==> src/rtl/crypto_block_sequencer.sv <==
// One-block-in-flight sequencer between a 128-bit block stream and an AES/SM4 engine.
// Each packet's algorithm and key are locked by its first block and held until the last block is delivered.
module crypto_block_sequencer #(
   parameter int unsigned TIMEOUT_CYCLES = 64,
   parameter logic [15:0] BLK_CNT_INIT   = 16'h0000
) (
   input  logic         clk,
   input  logic         rst_n,
   input  logic         cfg_algo_sel,
   input  logic [127:0] cfg_key,
   input  logic         s_valid,
   output logic         s_ready,
   input  logic [127:0] s_data,
   input  logic         s_last,
   output logic         m_valid,
   input  logic         m_ready,
   output logic [127:0] m_data,
   output logic         m_last,
   output logic         eng_algo_sel,
   output logic         eng_start,
   output logic [127:0] eng_key,
   output logic [127:0] eng_din,
   input  logic         eng_done,
   input  logic         eng_busy,
   input  logic [127:0] eng_dout,
   output logic [15:0]  blk_cnt,
   output logic         timeout_err,
   input  logic         clr_err,
   output logic         seq_busy
);
   localparam int unsigned DW = 128;
   localparam int unsigned CW = 16;

   typedef enum logic [2:0] {S_IDLE, S_ISSUE, S_WAIT, S_OUT, S_ERR} state_t;

   state_t        state;
   state_t        state_nxt;
   logic [CW-1:0] timer;
   logic          last_q;
   logic          pkt_open;
   logic          tmo_c;

   assign tmo_c = (timer == CW'(TIMEOUT_CYCLES - 1));

   // Next-state decode; done takes priority over the timeout in WAIT
   always_comb begin
      state_nxt = state;
      case (state)
         S_IDLE:  if (s_valid)   state_nxt = S_ISSUE;
         S_ISSUE: if (eng_start) state_nxt = S_WAIT;
         S_WAIT: begin
            if (eng_done)   state_nxt = S_OUT;
            else if (tmo_c) state_nxt = S_ERR;
         end
         S_OUT:   if (m_ready)   state_nxt = S_IDLE;
         S_ERR:   if (clr_err)   state_nxt = S_IDLE;
         default:                state_nxt = S_IDLE;
      endcase
   end

   // State, datapath and registered status; outputs are decoded from the next state
   always_ff @(posedge clk or negedge rst_n) begin
      if (!rst_n) begin
         state        <= S_IDLE;
         s_ready      <= 1'b1;
         seq_busy     <= 1'b0;
         m_valid      <= 1'b0;
         m_data       <= '0;
         m_last       <= 1'b0;
         eng_start    <= 1'b0;
         eng_din      <= '0;
         eng_key      <= '0;
         eng_algo_sel <= 1'b0;
         blk_cnt      <= BLK_CNT_INIT;
         timeout_err  <= 1'b0;
         pkt_open     <= 1'b0;
         last_q       <= 1'b0;
         timer        <= '0;
      end else begin
         state     <= state_nxt;
         s_ready   <= (state_nxt == S_IDLE);
         seq_busy  <= (state_nxt != S_IDLE);
         m_valid   <= (state_nxt == S_OUT);
         // single start pulse on the first ISSUE cycle that follows an idle engine
         eng_start <= (state_nxt == S_ISSUE) && !eng_busy;

         if (state == S_IDLE && s_valid) begin
            eng_din <= s_data;
            last_q  <= s_last;
            if (!pkt_open) begin
               eng_algo_sel <= cfg_algo_sel;
               eng_key      <= cfg_key;
               pkt_open     <= 1'b1;
            end
         end

         if (state == S_ISSUE) timer <= '0;

         if (state == S_WAIT) begin
            if (eng_done) begin
               m_data <= DW'(eng_dout);
               m_last <= last_q;
            end else if (tmo_c) begin
               timeout_err <= 1'b1;
            end else begin
               timer <= timer + CW'(1);
            end
         end

         if (state == S_OUT && m_ready) begin
            blk_cnt <= blk_cnt + CW'(1);
            if (m_last) pkt_open <= 1'b0;
         end

         if (state == S_ERR && clr_err) begin
            timeout_err <= 1'b0;
            pkt_open    <= 1'b0;
         end
      end
   end

endmodule

==> config.mk <==
export PLATFORM = sky130hd
export DESIGN_NAME = crypto_block_sequencer
export DESIGN_NICKNAME = d
export VERILOG_FILES = /design/src/rtl/crypto_block_sequencer.sv
export SDC_FILE = /design/constraint.sdc
export NUM_CORES = 1
export LEC_CHECK = 0
export ABC_AREA = 1
export CAP_MARGIN = 20
export CORE_AREA = 2 2 308 310
export CTS_BUF_LIST = sky130_fd_sc_hd__clkbuf_4 sky130_fd_sc_hd__clkbuf_8
export DETAILED_ROUTE_END_ITERATION = 12
export DIE_AREA = 0 0 310 312
export PLACE_DENSITY = 0.51
export SYNTH_ARGS = -nofsm -noshare
export SYNTH_HDL_FRONTEND = slang
export SYNTH_SLANG_ARGS = --single-unit
==> constraint.sdc <==
create_clock -name clk -period 1.62 [get_ports clk]
set_input_delay 0.243 -clock clk [delete_from_list [all_inputs] [get_ports clk]]
set_output_delay 0.243 -clock clk [all_outputs]
set_load 0.02 [all_outputs]
Word level (Yosys, flattened, before mapping)
Index checks and enable logic that the tools add are counted.
Widths: inputs -> output; s select.
{"block": "classes", "n_lt_le_gt_ge": 0, "reduce_logical": 13, "addsub": 2, "mul": 0, "mux": 19, "n_div": 0, "bitwise_logic": 1, "shifts": 0, "n_eq_ne": 8}
{"op": "$mux 16", "count": 4}
{"op": "$add 16x1->16 const B", "count": 2}
{"op": "$mux 3", "count": 6}
{"op": "$eq 16x6->1 const B", "count": 1}
{"op": "$pmux 3 s5", "count": 1}
{"op": "$eq 3x2->1 const B", "count": 3}
{"op": "$mux 1", "count": 8}
{"op": "$eq 3x1->1 const B", "count": 2}
{"op": "$logic_not 3->1", "count": 2}
{"op": "$logic_and 1x1->1", "count": 4}
{"op": "$reduce_and 2->1", "count": 2}
{"op": "$reduce_bool 2->1", "count": 2}
{"op": "$eq 3x3->1 const B", "count": 1}
{"op": "$reduce_and 3->1", "count": 1}
{"op": "$reduce_bool 3->1", "count": 1}
{"op": "$ne 2x1->1 const B", "count": 1}
{"op": "$logic_not 1->1", "count": 1}
{"op": "$not 1->1", "count": 1}
{"block": "totals", "output_inout_bits": 407, "elab_cells": 58, "ff_bits": 428, "latch_bits": 0, "inputBits": 393, "ram_bits": 0, "memories": 0, "rom_bits": 0}

Depth between registers and ports, before layout
Gate-level depths: netlist (run 1).
{"block": "logic_depth", "ltp_word": 6, "depth_mapped": 11, "mapped_depth_nobuf": 10}

Worst setup path before layout (run 1)
Ideal clock, no wire load.
{"block": "synth_path", "kind": "reg2reg", "start": "reg state[1]", "end": "reg eng_key[106]", "setup_ns": 0.118, "setup_slack_ns": 0.103, "path_stages_with_launch": 9, "required_ns": 1.502, "synth_period_minus_slack_ns": 1.517, "path_buffers": 3, "arrival_time_ns": 1.399, "path_cell_list": "dfrtp_1 nor2_2 nand3_2 or2_1 buf_2 buf_6 buf_2 nand2_1 o21ai_2"}
{"block": "synth_between", "elab_chain_len": 3}
{"item": "start: declaration", "line": "36", "rtl": "state_t state;"}
{"item": "start signal: assignment", "line": "80", "rtl": "state <= state_nxt;"}
{"item": "$logic_not 3->1", "line": "87", "rtl": "if (state == S_IDLE && s_valid) begin"}
{"item": "$logic_and 1x1->1", "line": "87"}
{"item": "$reduce_and 2->1 (no line)"}
{"item": "end signal: assignment", "line": "92", "rtl": "eng_key <= cfg_key;"}
{"item": "end: declaration", "line": "21", "rtl": "output logic [127:0] eng_key,"}
Every way passes these cells.
A chain may end at the register's enable or synchronous reset.

Final worst setup path (run 1)
{"block": "layout_path", "start": "reg state[2]", "end": "reg m_data[47]"}
{"block": "layout_between", "elab_chain_len": 2}
{"item": "$eq 3x2->1", "line": "99", "rtl": "if (state == S_WAIT) begin"}
{"item": "$reduce_and 2->1 (no line)"}
{"item": "end signal: assignment", "line": "101", "rtl": "m_data <= DW'(eng_dout);"}
{"item": "end: declaration", "line": "17", "rtl": "output logic [127:0] m_data,"}
Every way passes these cells.

==> impl_metrics.py, run 1 <==
metrics = {
    "synth": {
        "syn_inst": 1695,
        "seq_area_frac_synth": 0.603,
        "synth.avg_cell_area_sq_um": 10.5,
        "synth.distinct_cells": 33,
        "netlist.area_leader.share": 0.602,
        "yosysWarnings": 0,
        "synthTopCellsByCount": "nand2_1, dfrtp_1, inv_1",
        "syn-num-nets": 2090,
        "yosysTopAreaCell": "dfrtp_1",
        "synth_edf_count": 0,
        "async_flop_share": 1.00,
        "synth_ff_type": "dfrtp_1",
        "yosysMostFrequentCell": "nand2_1",
        "synthesis.area_sq_um": 17800,
        "ys_ff_latch": 428,
        "synth_area_leaders": "dfrtp_1, nand2_1, mux2_4",
    },
    "detailed_routing": {
        "drt_first_pass_iters": 6,
        "drc_errors": 0,
        "antenna_left": 0,
        "wire_per_inst_microns": 16.6,
        "via_count": 15547,
        "vias_per_cell": 3.78,
        "drtIter0Drc": 630,
        "wirelength_microns": 68200,
    },
    "cts": {
        "numClockSinks": 428,
        "clk_latency_ns": 0.69,
        "clockRootBuffer": "clkbuf_8",
        "cts.htree.levels": 3,
        "cts.path.max_buffers": 3,
        "cts_tree": "done",
        "numCtsBuffers": 81,
        "path_clk_slew_ns": 0.06,
    },
    "grt": {
        "grt_pass1_wl_microns": 99500,
        "grt_pass1_vias": 16070,
        "grt_antenna_before_repair": 4,
        "grt_max_degree": 78,
        "grt_use_total": 0.135,
        "grt_overflow": 0,
    },
    "power": {
        "pwr-share-comb": 0.453,
        "switching_share": 0.399,
        "switching_power_mw": 21.8,
        "total_power_mw": 54.6,
        "clkPwrFrac": 0.213,
        "cellPowerDensity_nw_per_um2": 1800,
        "pwr-share-seq": 0.335,
        "p_int_mw": 32.8,
        "p_leak_nw": 15.4,
        "vdd_drop_max_uv": 974,
    },
    "critical_path": {
        "crit_path_cell_trace": "nor2_4 -> nand2_4 -> inv_8 -> nand2_8 -> buf_16 -> mux2_4",
        "cp_top_family": "flip-flops",
        "ff2ff_path_depth": 6,
        "cp_slowest_cell": "dfrtp_2",
        "rr_startpoint": "state[2]",
        "critPathBufInv": 2,
        "cp-end-kind": "flip-flop",
        "worst-setup-path-type": "reg2reg",
        "reg2reg_slack_ns": -0.02,
        "worstPathRequired_ns": 2.18,
        "crit_arrival_ns": 2.20,
        "startpoint_type": "flip-flop",
        "slowest_delay_ns": 0.45,
        "timing.rr.end": "m_data[47]",
        "crit_cells": 6,
        "crit_path_max_fanout": 11,
    },
    "hold_path": {
        "hp-class": "in2async",
    },
    "sta": {
        "worst_pin_slew_ns": 0.767,
        "rsz0062_at_grt": "yes",
        "hold_violations": 0,
        "max_slew_margin": 0.487,
        "fin_ws_ns": -0.0154,
        "fin_crit_sh": 1.01,
        "hold_slack_ns": 0.0247,
        "skew_ns": 0.0276,
        "max_freq_mhz": 611,
        "slew_violations": 0,
        "setup_viol": 25,
        "fin_crit_ns": 1.64,
    },
    "floorplanning": {
        "die_h_microns": 312,
        "start_util": 0.191,
        "row_count": 112,
        "die_w_microns": 310,
        "io_pins": 800,
        "core_sq_um": 93000,
        "dieArea_sq_um": 96700,
    },
    "final_layout": {
        "drive_above_1_share": 0.337,
        "utilization": 0.326,
        "fin_nets": 3196,
        "area_delta_synth_final_pct": 71.0,
    },
    "job": {
        "maxCapViolCount": 0,
    },
    "placement": {
        "place_congestion": 0.793,
        "io_buffer_count": 799,
        "post-dp-hpwl_microns": 48700,
    },
    "outcome": {
        "status": "finished, violations left",
        "violations": "setup timing",
    },
}
## cell type report
class / instances / area, sq um
fillers: 9722 / 62700
clock inverters: 17 / 211
flip-flops and latches: 428 / 10700
clock buffers: 120 / 1520
inverters: 178 / 683
diodes: 2 / 5.00
well taps: 1254 / 1570
repair buffers: 1099 / 9650
multi-input cells: 1013 / 6020
## cells in the final DEF (no fill, tap or decap), drive strengths merged, types with 4 or more instances in the layout
cell type and count:
clkinvlp 5, nand2 614, nor2 47, bufinv 4, xor2 8, nand3b 4, nor3 4, mux2 129
clkinv 5, dfrtp 427, clkdlybuf4s50 391, nand4 9, o21ai 143, buf 546, xnor2 4, a21oi 7
clkbuf 126, nand3 39, dlygate4sd3 156, inv 181
## through the flow
stage / worst slack (ns) / std cells / TNS (ns) / instance area, sq um
finish: -0.0154 / 4111 / -0.202 / 30400
global route: -0.0740 / 4111 / -6.86 / 30400
CTS: -0.0842 / 4100 / -0.756 / 30000
detailed placement: -0.240 / 3771 / -42.33 / 27900
global placement: -0.220 / 3771 / -39.34 / 27900
floorplan: 0.104 / 1695 / 0 / 17800
## per-layer routing
| layer | track usage | part of all wire | wire length [microns] |
|---|---|---|---|
| met3 | 0.0476 | 0.090 | 6150 |
| met5 | 0 | 0.00019 | 13 |
| met4 | 0.0487 | 0.026 | 1750 |
| met1 | 0.153 | 0.39 | 26700 |
| met2 | 0.233 | 0.49 | 33600 |
## power by group through the flow
stage | Combinational (mW) | Sequential, mW | Clock, mW
final | 24.7 | 18.3 | 11.6
after global placement | 27.2 | 18.4 | 0
after global routing | 26.5 | 18.9 | 12.6
after floorplan | 7.35 | 23.9 | 0
after detailed placement | 27.2 | 18.3 | 0
after CTS | 24.6 | 18.2 | 12.1
## sequential cells by signal (all words and copies together) (netlist names), 3 cells and up
| register | cells |
|---|---|
| m_data | 128 |
| blk_cnt | 16 |
| timer | 16 |
| eng_din | 128 |
| eng_key | 128 |
| state | 3 |
## cell families (layout without fill, tap and decap cells)
kind of cell	after synthesis	count (layout)	synth area share
AOI/OAI and AO/OA	151	151	0.0638
xor gates and xnor gates	12	12	0.00592
adders and majority gates	2	2	0.00141
buffers and inverters	256	1414	0.0664
DFF	428	428	0.603
muxes	129	129	0.101
other	0	2	0
and+or+nand+nor	717	719	0.159
## repair_timing
item	CTS	global route
setup buffers	29	3
pin swaps	2	2
hold buffers	157	0
gates resized for setup	1822	58
cloned	7	7
hold endpoints to repair	582	0
endpoints found under the setup margin	488	251
## how the worst max path moves through the flow
| stage | end | start |
|---|---|---|
| after floorplan | eng_key[106] | state[1] |
| after global placement | eng_key[127] | s_valid |
| after detailed placement | eng_key[97] | s_valid |
| after CTS | s_ready | s_ready |
| after global routing | m_data[29] | state[0] |
| final | m_data[47] | state[2] |
Note: power is estimated with default switching activity, not from simulation.
==> inputs of run 2 (changes only) <==
--- a/config.mk
+++ b/config.mk
@@ -7,11 +7,11 @@
 export LEC_CHECK = 0
 export ABC_AREA = 1
 export CAP_MARGIN = 20
-export CORE_AREA = 2 2 308 310
+export CORE_AREA = 2 2 315 317
 export CTS_BUF_LIST = sky130_fd_sc_hd__clkbuf_4 sky130_fd_sc_hd__clkbuf_8
 export DETAILED_ROUTE_END_ITERATION = 12
-export DIE_AREA = 0 0 310 312
-export PLACE_DENSITY = 0.51
+export DIE_AREA = 0 0 317 319
+export PLACE_DENSITY = 0.5
 export SYNTH_ARGS = -nofsm -noshare
 export SYNTH_HDL_FRONTEND = slang
 export SYNTH_SLANG_ARGS = --single-unit
==> run 2 against run 1 <==
  * The run still ends with setup timing left
  * Largest power group unchanged
  * Highest routed layer unchanged
  * Largest cell class unchanged
  * Count of clock-buffer cells in the layout up 4
  * Sequential share of layout area down 0.91 points
  * Critical path depth up 2
  * Worst hold slack better by 0.092 ns
==> impl_metrics.py, run 2 (same netlist as run 1, synthesis figures left out) <==
metrics = {
    "placement": {
        "placed_area_sq_um": 28000,
        "post-dp-hpwl_microns": 49300,
        "dp_cells": 3809,
        "place_congestion": 0.775,
        "io_buffer_count": 799,
        "pre_cts_ws_ns": -0.262,
    },
    "sta": {
        "setup_viol": 204,
        "max_slew_margin": 0.602,
        "rsz0062_at_grt": "yes",
        "slew_violations": 0,
        "hold_violations": 0,
        "fin_ws_ns": -0.0774,
        "hold_slack_ns": 0.116,
        "worst_pin_slew_ns": 0.597,
        "skew_ns": 0.0366,
        "max_freq_mhz": 589,
        "finalSetupTns_ns": -7.44,
        "fin_crit_ns": 1.70,
        "fin_crit_sh": 1.05,
    },
    "floorplanning": {
        "die_w_microns": 317,
        "core_sq_um": 97700,
        "start_util": 0.182,
        "die_h_microns": 319,
        "dieArea_sq_um": 101000,
        "io_pins": 800,
        "row_count": 115,
    },
    "final_layout": {
        "fin_nets": 3232,
        "multiInputGateArea_sq_um": 6320,
        "drive_above_1_share": 0.365,
        "top_regs": "eng_din (128), eng_key (128), m_data (128)",
        "final_cell_count_no_fill": 4185,
        "final_area_sq_um": 31200,
        "seqCellArea_sq_um": 10700,
        "fillers": 10128,
        "area_delta_synth_final_pct": 75.6,
        "layout_common_cells": "nand2_1, dfrtp_1, clkdlybuf4s50_1",
        "final_common_cell": "nand2_1",
    },
    "cts": {
        "cts.path.max_buffers": 3,
        "path_clk_slew_ns": 0.06,
        "clockRootBuffer": "clkbuf_8",
        "cts_tree": "done",
        "clk_latency_ns": 0.71,
        "numCtsBuffers": 81,
        "numClockSinks": 428,
        "cts.htree.levels": 3,
    },
    "power": {
        "pwr-share-seq": 0.334,
        "switching_share": 0.399,
        "clkPwrFrac": 0.209,
        "cellPowerDensity_nw_per_um2": 1770,
        "vdd_drop_max_uv": 680,
        "p_leak_nw": 15.7,
        "pwr-share-comb": 0.456,
        "switching_power_mw": 22.1,
        "p_int_mw": 33.2,
    },
    "detailed_routing": {
        "drc_errors": 0,
        "via_count": 15740,
        "wire_per_inst_microns": 16.7,
        "antenna_left": 0,
        "drtIter0Drc": 639,
        "drt_first_pass_iters": 4,
        "vias_per_cell": 3.76,
        "wirelength_microns": 69900,
    },
    "critical_path": {
        "worst-setup-path-type": "reg2reg",
        "cp-end-kind": "flip-flop",
        "crit_path_cell_trace": "nor2_4 -> nand3_4 -> or2_4 -> buf_12 -> buf_12 -> clkbuf_16 -> nand2_1 -> o21ai_0",
        "crit_top_cell": "buf_12",
        "crit_path_max_fanout": 20,
        "timing.rr.end": "eng_algo_sel",
        "cp_top_family": "simple AND/OR/NAND/NOR gates",
        "rr_startpoint": "state[0]",
        "crit_arrival_ns": 2.27,
        "cp_slowest_cell": "dfrtp_1",
        "reg2reg_slack_ns": -0.08,
        "slowest_delay_ns": 0.41,
        "startpoint_type": "flip-flop",
        "ff2ff_path_depth": 8,
        "worstPathRequired_ns": 2.19,
        "critPathBufInv": 3,
    },
    "hold_path": {
        "hold_end": "eng_din[102]",
        "hp-class": "in2reg",
        "holdPathStages": 3,
        "hold_start": "s_data[102]",
    },
    "grt": {
        "grt_max_degree": 98,
        "grt_pass1_vias": 16115,
        "grt_pass1_wl_microns": 98100,
        "grt_use_total": 0.127,
        "grt_overflow": 0,
        "grt_antenna_before_repair": 4,
    },
    "outcome": {
        "status": "finished, violations left",
        "violations": "setup timing",
    },
    "job": {
        "maxCapViolCount": 0,
    },
}
## run 2: cell count changes in the layout (fill, tap and decap cells not counted), sizes merged
cell,previous run,this run
buf,546,567
clkbuf,126,137
clkinv,5,7
clkinvlp,5,3
dlygate4sd3,156,166
inv,181,182
nand2,614,612
## run 2: per-layer routing
layer	wire (microns)	GRT usage	share of wire	vias to the layer above
met1	27600	0.143	0.39	7464
met2	34300	0.217	0.49	558
li1	-	-	-	7599
met3	6500	0.0501	0.093	115
met4	1520	0.0389	0.022	4
met5	23	0	0.00033	-
## run 2: final cells by class
cell class | instances | share of cell area
clock inverters | 18 | 0.00690
flip-flops and latches | 428 | 0.344
inverters | 178 | 0.0217
clock buffers | 124 | 0.0487
well taps | 1287 | 0.0516
diodes | 2 | 0.000160
repair buffers | 1137 | 0.324
multi-input cells | 1011 | 0.203
## run 2: what timing repair did
action,in CTS,in global routing
cloned,0,18
pin swaps,0,9
hold buffers,166,0
resized for setup,1848,150
endpoints found under the setup margin,563,308
endpoints found under the hold margin,592,0
buffers inserted,29,19
## run 2: worst min-delay path: stages
cell,delay (ns)
clkdlybuf4s50_1,0.40
nand2_1,0.07
nand2_1,0.04
## run 2: worst max path at each step
| stage | startpoint | to | slack, ns | cells after the start |
|---|---|---|---|---|
| global placement | s_valid | eng_key[13] | -0.24 | 7 |
| floorplan | state[1] | eng_key[106] | 0.10 | 8 |
| finish | state[0] | eng_algo_sel | -0.08 | 8 |
| detailed placement | s_valid | eng_key[116] | -0.26 | 7 |
| global route | state[1] | m_data[0] | -0.13 | 9 |
| CTS | blk_cnt[12] | blk_cnt[12] | -0.07 | 1 |
## run 2: power by group through the flow
stage | clock network (mW) | registers [mW] | logic [mW]
final | 11.6 | 18.5 | 25.3
after global routing | 12.6 | 19.1 | 27.1
after CTS | 12.2 | 18.3 | 24.6
after detailed placement | 0 | 18.4 | 27.3
after global placement | 0 | 18.4 | 27.2
after floorplan | 0 | 23.9 | 7.35
## run 2: per-stage QoR
| step | power, mW | util |
|---|---|---|
| 2_1_floorplan | 31.3 | - |
| 3_3_place_gp | 45.6 | 0.286 |
| 3_5_place_dp | 45.6 | 0.286 |
| 4_1_cts | 55.0 | 0.307 |
| 5_1_grt | 58.8 | 0.319 |
| 6_report | 55.4 | 0.319 |
==> inputs of run 3 (changes only) <==
--- a/config.mk
+++ b/config.mk
@@ -12,6 +12,7 @@
 export DETAILED_ROUTE_END_ITERATION = 12
 export DIE_AREA = 0 0 317 319
 export PLACE_DENSITY = 0.5
+export SKIP_LAST_GASP = 1
 export SYNTH_ARGS = -nofsm -noshare
 export SYNTH_HDL_FRONTEND = slang
 export SYNTH_SLANG_ARGS = --single-unit
==> run 3 against run 2 <==
  * The flow still finishes with violations (setup timing)
  * Global-route usage about the same
  * Critical path type unchanged
  * Non-clock buffer count is 3 lower
  * First-iteration DRC count grew 15%
  * Fmax increased by 0.43%
==> impl_metrics.py, run 3 (same netlist as run 1, synthesis figures left out) <==
metrics = {
    "floorplanning": {
        "start_util": 0.182,
        "die_h_microns": 319,
        "io_pins": 800,
        "row_count": 115,
        "core_sq_um": 97700,
        "dieArea_sq_um": 101000,
        "die_w_microns": 317,
    },
    "detailed_routing": {
        "drtIter0Drc": 734,
        "wire_per_inst_microns": 17.0,
        "vias_per_cell": 3.77,
        "antenna_left": 0,
        "drc_errors": 0,
        "wirelength_microns": 71100,
        "via_count": 15763,
        "drt_first_pass_iters": 5,
    },
    "cts": {
        "path_clk_slew_ns": 0.06,
        "cts.path.max_buffers": 3,
        "clk_latency_ns": 0.71,
        "clockRootBuffer": "clkbuf_8",
        "cts.htree.levels": 3,
        "numCtsBuffers": 81,
        "numClockSinks": 428,
        "cts_tree": "done",
    },
    "placement": {
        "placed_area_sq_um": 28000,
        "place_congestion": 0.775,
        "post-dp-hpwl_microns": 49300,
        "pre_cts_ws_ns": -0.262,
        "io_buffer_count": 799,
    },
    "grt": {
        "grt_antenna_before_repair": 4,
        "grt_overflow": 0,
        "grt.met2_usage": 0.217,
        "grt_use_total": 0.127,
        "grtUsageMet3": 0.0501,
        "grt_pass1_wl_microns": 98000,
        "grt_pass1_vias": 16099,
        "grt-busiest-layer": "met2",
        "grt_max_degree": 98,
        "grt_util_met1": 0.143,
    },
    "final_layout": {
        "top_regs": "eng_din (128), eng_key (128), m_data (128)",
        "area_delta_synth_final_pct": 74.7,
        "layout_common_cells": "nand2_1, dfrtp_1, clkdlybuf4s50_1",
        "drive_above_1_share": 0.349,
        "final_area_sq_um": 31000,
        "fin_nets": 3231,
        "final_common_cell": "nand2_1",
    },
    "sta": {
        "skew_ns": 0.0374,
        "hold_violations": 0,
        "slew_violations": 0,
        "hold_slack_ns": 0.115,
        "worst_pin_slew_ns": 0.757,
        "setup_viol": 152,
        "rsz0062_at_grt": "yes",
        "max_slew_margin": 0.494,
        "fin_crit_ns": 1.69,
        "fin_ws_ns": -0.0701,
        "fin_crit_sh": 1.04,
        "max_freq_mhz": 592,
    },
    "critical_path": {
        "critPathBufInv": 3,
        "crit_start": "state[0]",
        "cp_top_family": "simple AND/OR/NAND/NOR gates",
        "ff2ff_path_depth": 8,
        "startpoint_type": "flip-flop",
        "crit_path_max_fanout": 20,
        "worst-setup-path-type": "reg2reg",
        "cp_slowest_cell": "dfrtp_1",
        "rr_startpoint": "state[0]",
        "slowest_delay_ns": 0.41,
        "cp-end-kind": "flip-flop",
        "crit_arrival_ns": 2.27,
        "worstPathRequired_ns": 2.20,
        "reg2reg_slack_ns": -0.07,
        "crit_path_cell_trace": "nor2_4 -> nand3_4 -> or2_4 -> buf_12 -> buf_12 -> clkbuf_16 -> nand2_1 -> o21ai_2",
        "crit_cells": 8,
        "crit_top_cell": "buf_12",
    },
    "outcome": {
        "status": "finished, violations left",
        "violations": "setup timing",
    },
    "power": {
        "switching_share": 0.399,
        "pwr-share-comb": 0.458,
        "p_leak_nw": 15.8,
        "clkPwrFrac": 0.210,
        "cellPowerDensity_nw_per_um2": 1780,
        "vdd_drop_max_uv": 679,
        "switching_power_mw": 22.1,
        "p_int_mw": 33.3,
        "pwr-share-seq": 0.332,
    },
    "hold_path": {
        "hold_start": "s_data[87]",
        "hp-class": "in2reg",
        "holdPathStages": 3,
    },
    "job": {
        "maxCapViolCount": 0,
    },
}
## run 3: cell count changes in the layout (fill, tap and decap cells not counted), moves of 3 or more
cell     delta
buf_12      -5
buf_4       +3
buf_6       -6
mux2_2     -23
mux2_4     +23
nand2_1    +40
nand2_2    -21
nand2_4    -19
o21ai_1     +4
o21ai_2     -4
## run 3: metrics by stage
stage                      util  instances  setup TNS, ns  power [mW]
after floorplan               -       1695              0        31.3
after global placement    0.286       3809         -57.12        45.6
after detailed placement  0.286       3809         -63.01        45.6
after CTS                 0.307       4146          -6.91        54.9
after global routing      0.318       4184         -17.65        58.8
final                     0.318       4184          -4.50        55.4
## run 3: path summary, 6_finish.rpt
kind | endpoint
worst max register to register | eng_key[109]
min in group asynchronous | m_data[104]
worst min register to register | eng_key[67]
max in group asynchronous | m_data[61]
worst max-delay path | eng_key[109]
worst min-delay path | eng_din[87]
## run 3: repair_timing
item | in CTS | in global routing
endpoints found under the setup margin | 563 | 320
setup buffers | 29 | 14
pin swaps | 0 | 10
gates resized for setup | 1830 | 124
hold buffers | 166 | 0
endpoints found under the hold margin | 592 | 0
cloned | 0 | 21
## run 3: power groups by stage
| stage | sequential (mW) | combinational (mW) | clock, mW |
|---|---|---|---|
| 6_report | 18.4 | 25.4 | 11.6 |
| 5_1_grt | 18.9 | 27.2 | 12.6 |
| 4_1_cts | 18.3 | 24.5 | 12.2 |
| 3_5_place_dp | 18.4 | 27.3 | 0 |
| 3_3_place_gp | 18.4 | 27.2 | 0 |
| 2_1_floorplan | 23.9 | 7.35 | 0 |
## run 3: cell type report
class	count	area, sq um
inverter	178	691
timing repair buffer	1134	10100
clock buffer	124	1520
fill	10144	66700
tap	1287	1610
sequential	428	10700
antenna	2	5.00
multi-input combinational	1013	6230
clock inverter	18	215
## run 3: worst register-to-register path, cell delays in order (launching register included)
cell and delay (ns):
dfrtp_1 0.41, nor2_4 0.15, nand3_4 0.09, or2_4 0.29
buf_12 0.16, buf_12 0.16, clkbuf_16 0.19, nand2_1 0.10
o21ai_2 0.05
## run 3: layer usage
layer | vias up | share of wire
met5 | - | 0.00032
met4 | 4 | 0.021
met3 | 116 | 0.089
met2 | 546 | 0.49
met1 | 7497 | 0.40
li1 | 7600 | -
